[src/rtl/effect_pkg.sv]
// Shared constants, state encoding and helpers for the compressor stage.
package effect_pkg;

    typedef enum logic [1:0] {
        S_IDLE  = 2'd0,
        S_ENV   = 2'd1,
        S_DIV   = 2'd2,
        S_APPLY = 2'd3
    } state_t;

    localparam logic [15:0] GAIN_UNITY = 16'h8000;

    // Threshold per i_level; level 0 sits at full scale so nothing compresses.
    localparam logic [15:0] THRESH [8] = '{
        16'd32767, 16'd24576, 16'd16384, 16'd12288,
        16'd8192,  16'd6144,  16'd4096,  16'd2048
    };

    function automatic logic signed [15:0] sat16(input logic signed [16:0] v);
        if (v > 17'sd32767)
            return 16'sh7fff;
        else if (v < -17'sd32768)
            return 16'sh8000;
        else
            return 16'(v);
    endfunction

endpackage

[src/rtl/serial_divider_u16.sv]
// Restoring divider, one quotient bit per cycle MSB first, 16 cycles per result.
// Requires dividend[30:16] < divisor so the quotient fits in 16 bits.
module serial_divider_u16 (
    input  logic        clk,
    input  logic        rst_n,
    input  logic        start,
    input  logic [30:0] dividend,
    input  logic [15:0] divisor,
    output logic        done,
    output logic [15:0] quotient
);

    logic        busy;
    logic [3:0]  cnt;
    logic [15:0] rem;
    logic [15:0] dvd_lo;
    logic [15:0] dvs;
    logic [16:0] shifted;
    logic [16:0] diff;
    logic        q_bit;

    always_comb begin
        shifted = {rem, dvd_lo[15]};
        diff    = shifted - {1'b0, dvs};
        q_bit   = (shifted >= {1'b0, dvs});
        // done marks the final iteration; quotient is complete from the next cycle
        done    = busy && (cnt == 4'd0);
    end

    always_ff @(posedge clk or negedge rst_n) begin
        if (!rst_n) begin
            busy     <= 1'b0;
            cnt      <= 4'd0;
            rem      <= 16'd0;
            dvd_lo   <= 16'd0;
            dvs      <= 16'd0;
            quotient <= 16'd0;
        end else if (start) begin
            busy     <= 1'b1;
            cnt      <= 4'd15;
            rem      <= {1'b0, dividend[30:16]};
            dvd_lo   <= dividend[15:0];
            dvs      <= divisor;
            quotient <= 16'd0;
        end else if (busy) begin
            rem      <= q_bit ? 16'(diff) : 16'(shifted);
            dvd_lo   <= {dvd_lo[14:0], 1'b0};
            quotient <= {quotient[14:0], q_bit};
            cnt      <= cnt - 4'd1;
            if (cnt == 4'd0)
                busy <= 1'b0;
        end
    end

endmodule

[src/rtl/effect_compressor.sv]
// Per-sample dynamic-range compressor: envelope follower, serial gain divide, apply.
// state   | meaning
// S_IDLE  | waiting for i_valid; captures sample and controls
// S_ENV   | envelope update, threshold compare, divider start
// S_DIV   | 16 cycles of gain division
// S_APPLY | multiply by gain (or bypass), publish o_data/o_valid
module effect_compressor
    import effect_pkg::*;
#(
    parameter int unsigned ATTACK_SHIFT  = 2,
    parameter int unsigned RELEASE_SHIFT = 8,
    parameter int unsigned RATIO_SHIFT   = 2
) (
    input  logic        i_AUD_BCLK,
    input  logic        i_rst_n,
    input  logic        i_valid,
    input  logic        i_enable,
    input  logic [2:0]  i_level,
    input  logic [15:0] i_data,
    output logic [15:0] o_data,
    output logic        o_valid,
    output logic        o_busy,
    output logic        o_overrun
);

    state_t      state;
    logic [15:0] x_r;
    logic        en_r;
    logic [2:0]  lvl_r;
    logic [15:0] env;
    logic        unity;

    logic [16:0] x_ext;
    logic [15:0] abs_x;
    logic [15:0] env_next;
    logic [15:0] thr;
    logic [15:0] target_next;
    logic        unity_next;
    logic        div_done;
    logic [15:0] quotient;
    logic [15:0] gain;
    logic [32:0] prod;
    logic [15:0] y;

    always_comb begin
        x_ext = {x_r[15], x_r};
        // -32768 has no positive twin; sat16 clamps its magnitude to 32767
        abs_x = sat16(x_r[15] ? -x_ext : x_ext);

        env_next = env;
        if (abs_x > env)
            env_next = env + ((abs_x - env) >> ATTACK_SHIFT);
        else if (abs_x < env)
            env_next = env - ((env - abs_x) >> RELEASE_SHIFT);

        thr         = THRESH[lvl_r];
        unity_next  = (env_next <= thr);
        target_next = thr + ((env_next - thr) >> RATIO_SHIFT);

        gain = unity ? GAIN_UNITY : quotient;
        prod = {{17{x_r[15]}}, x_r} * {17'd0, gain};
        y    = 16'($signed(prod) >>> 15);
    end

    serial_divider_u16 u_div (
        .clk      (i_AUD_BCLK),
        .rst_n    (i_rst_n),
        .start    (state == S_ENV),
        .dividend ({target_next, 15'd0}),
        .divisor  (env_next),
        .done     (div_done),
        .quotient (quotient)
    );

    assign o_busy = (state != S_IDLE);

    always_ff @(posedge i_AUD_BCLK or negedge i_rst_n) begin
        if (!i_rst_n) begin
            state     <= S_IDLE;
            x_r       <= 16'd0;
            en_r      <= 1'b0;
            lvl_r     <= 3'd0;
            env       <= 16'd0;
            unity     <= 1'b1;
            o_data    <= 16'd0;
            o_valid   <= 1'b0;
            o_overrun <= 1'b0;
        end else begin
            o_valid <= 1'b0;
            if (i_valid && state != S_IDLE)
                o_overrun <= 1'b1;
            case (state)
                S_IDLE: begin
                    if (i_valid) begin
                        x_r   <= i_data;
                        en_r  <= i_enable;
                        lvl_r <= i_level;
                        state <= S_ENV;
                    end
                end
                S_ENV: begin
                    env   <= env_next;
                    unity <= unity_next;
                    state <= S_DIV;
                end
                S_DIV: begin
                    if (div_done)
                        state <= S_APPLY;
                end
                S_APPLY: begin
                    o_data  <= en_r ? y : x_r;
                    o_valid <= 1'b1;
                    state   <= S_IDLE;
                end
                default: state <= S_IDLE;
            endcase
        end
    end

endmodule

[config.mk]
export PLATFORM = sky130hd
export DESIGN_NAME = effect_compressor
export DESIGN_NICKNAME = d
export VERILOG_FILES = /design/src/rtl/effect_pkg.sv /design/src/rtl/serial_divider_u16.sv /design/src/rtl/effect_compressor.sv
export SDC_FILE = /design/constraint.sdc
export NUM_CORES = 1
export LEC_CHECK = 0
export BUFFER_PORTS_ARGS = -buffer_cell sky130_fd_sc_hd__buf_2
export CAP_MARGIN = 15
export CORE_UTILIZATION = 55
export CTS_BUF_LIST = sky130_fd_sc_hd__clkbuf_4 sky130_fd_sc_hd__clkbuf_8
export DETAILED_ROUTE_END_ITERATION = 8
export PLACE_DENSITY = 0.72
export REMOVE_ABC_BUFFERS = 1
export SLEW_MARGIN = 20
export SYNTH_ARGS = -nofsm -noshare
export SYNTH_HDL_FRONTEND = slang
export SYNTH_SLANG_ARGS = --single-unit
[constraint.sdc]
create_clock -name i_AUD_BCLK -period 8.61 [get_ports i_AUD_BCLK]
set_input_delay 0.861 -clock i_AUD_BCLK [delete_from_list [all_inputs] [get_ports i_AUD_BCLK]]
set_output_delay 0.861 -clock i_AUD_BCLK [all_outputs]
set_load 0.02 [all_outputs]
==> results.cfg <==
[critical_path]
critPathArrivalTime_ns = 8.34
start_kind = flop
crit_fanout = 5
worstSetupPathType = reg -> reg
cp_data_required_time_ns = 8.92
crit_path_max_incr_delay_ns = 0.40
cp_common_cell = a21oi_1
slowest_stage = dfrtp_1
end_kind = flop

[yosys]
synthesis.area_mm2 = 0.0171
netlist_instances = 1987
yosysTopAreaCellShare_pct = 23.1
async_flop_share_pct = 100
ys_warn_count = 0
yosys-top-cells-area = fa_1 (23%), ha_1 (16%), dfrtp_1 (14%)
ys_ff_latch = 95
synth_cell_types = 79
synth_area_leader_cell = fa_1
synth_flop_cell = dfrtp_1
synth_edf_count = 0
ys_seq_area_share_pct = 13.9
avgSynthCellArea_um2 = 8.59

[routing]
drt_iter0_drc = 955
routed_wl_um = 41500
wl_per_cell_um = 17.3
first_pass_iters = 5
ant_nets = 0
drc_errors = 0
dr_total_vias = 13700
vias_per_cell = 5.71

[floorplanning]
initial_utilization_pct = 55.8
fp.dieW_um = 178
die_h_um = 178
io_pins = 42
core_area_mm2 = 0.0306
row_count = 64
die_area_mm2 = 0.0317

[finish]
final_common_cell = inv_1
fill_cells = 2741
fin_nets = 2427
synthToLayoutAreaGrowth_pct = 5.43
drive_above_1_share_pct = 7.61
final_cell_mix = inv_1 (304), nand2_1 (226), ha_1 (214)
multi_input_area_mm2 = 0.0132
final-seq-area_mm2 = 0.00238

[grt]
gr-total-overflow = 0
grt_max_degree = 73
antenna_found_initial = 1
grt_first_pass_wirelength_um = 68900
grt_pass1_vias = 13900
grt_usage_pct = 27.6

[placed_design]
port_buffers = 41
place_congestion = 0.880
pre_cts_slack_ns = 0.130
dpl.hpwl_um = 32700

[sta]
slew_headroom_pct = 27.5
setup_viol = 0
worst_pin_slew_ns = 1.09
min_period_ns = 8.03
tns_ns = 0
rsz0062_at_grt = false
fmax_mhz = 125
finalCritPeriodShare_pct = 93.3
worst_slack_ns = 0.580
hold_viol = 0
finClkSkew_ns = 0.0222
drv_slew = 0

[run]
drv_cap = 0

[clock_network]
cts_made_buffers = 9
cts_buffer_depth = 2
htreeDepth = 3
cts_tree = built
postCtsHoldBufs = 0
cts_root_buf = clkbuf_8
cts.sinks = 95
clk_pin_slew_ns = 0.12
clkLatencyLatePin_ns = 0.41

[worst_hold_path]
hold_path_class = in -> async

[run_status]
status = finished clean
## cell families after synthesis
kind of cell               synth area share [%]
other                                    0.0220
DFF                                        13.9
adders and majority gates                  38.9
AOI/OAI and AO/OA                          12.4
xor gates and xnor gates                   5.60
muxes                                      3.35
buffers and inverters                      8.74
and+or+nand+nor                            17.1
## layer usage
layer | GRT usage (%) | vias up | part of all wire (%)
li1 | - | 6452 | -
met1 | 38.2 | 6806 | 47
met2 | 45.7 | 365 | 47
met3 | 2.83 | 55 | 4.7
met4 | 7.91 | 0 | 2.0
met5 | 0 | - | 0
## synth_stat cells, types with 8 or more instances
master    count
nor3b_1      13
or3_1         9
o21ai_0      50
dfrtp_1      94
o211ai_1     11
o31ai_1      11
o21ai_1      10
nor2_1      103
clkbuf_1     67
a21oi_1     112
a31oi_1      17
nor3_1       28
nand3_1      19
and3_1        8
nor2b_1      39
mux2i_1      29
nand2_1     228
nand2b_1     24
fa_1        197
nand4_1       9
ha_1        215
and2_1       91
xor2_1       40
a21o_1       31
o21bai_1     11
o21a_1       18
a211oi_1     11
mux2_2       25
xnor2_1      69
or2_2         8
inv_1       304
## path summary, 6_finish.rpt
check | slack, ns | endpoint | cells after the start | startpoint
max | 0.58 | u_div.rem[13] | 40 | x_r[2]
min | 0.37 | o_data[7] | 1 | i_rst_n
max reg2reg | 0.58 | u_div.rem[13] | 40 | x_r[2]
min reg2reg | 0.47 | o_overrun | 1 | o_overrun
max in group asynchronous | 6.91 | u_div.busy | 2 | i_rst_n
min in group i_AUD_BCLK | 0.47 | o_overrun | 1 | o_overrun
## area by class of cell
cell class                 count  area share [%]
antenna                        1          0.0139
tap                          396            2.75
inverter                     305            6.37
clock inverter                 6           0.529
timing repair buffer          78            2.70
sequential                    95            13.2
clock buffer                  10           0.765
multi-input combinational   1503            73.6
## sequential cells by signal, summed over array words and instances (netlist names)
| name | count |
|---|---|
| env | 16 |
| o_data | 16 |
| u_div.quotient | 16 |
| u_div.rem | 16 |
| x_r | 16 |
| u_div.cnt | 4 |
| lvl_r | 3 |
| state | 2 |
| en_r | 1 |
| o_overrun | 1 |
| o_valid | 1 |
| u_div.busy | 1 |
| u_div.dvd_lo | 1 |
| unity | 1 |
## worst max-delay path: cells and delay by family, from the launching register on
| family | cells | cell delay (ns) |
|---|---|---|
| AOI/OAI and AO/OA | 16 | 3.32 |
| adders and majority gates | 4 | 1.25 |
| buffers and inverters | 1 | 0.06 |
| and+or+nand+nor | 15 | 2.42 |
| DFF | 1 | 0.40 |
| xor gates and xnor gates | 4 | 0.50 |
## what timing repair did
action	in CTS	in global routing
gates resized for setup	0	12
setup buffers	0	3
setup endpoints to repair	0	6
## per-stage QoR
step           cells  utilization (%)  hold slack (ns)  instance area [µm²]
4_1_cts         2390             58.5            0.374                17900
3_5_place_dp    2374             57.8            0.451                17700
5_1_grt         2393             58.8            0.384                18000
3_3_place_gp    2374             57.8            0.434                17700
6_report        2394             58.8            0.367                18000
2_1_floorplan   1903                -            0.478                16700
Power is not shown: default switching activity piles up to over one toggle a cycle in this logic, so the estimate is an artifact.
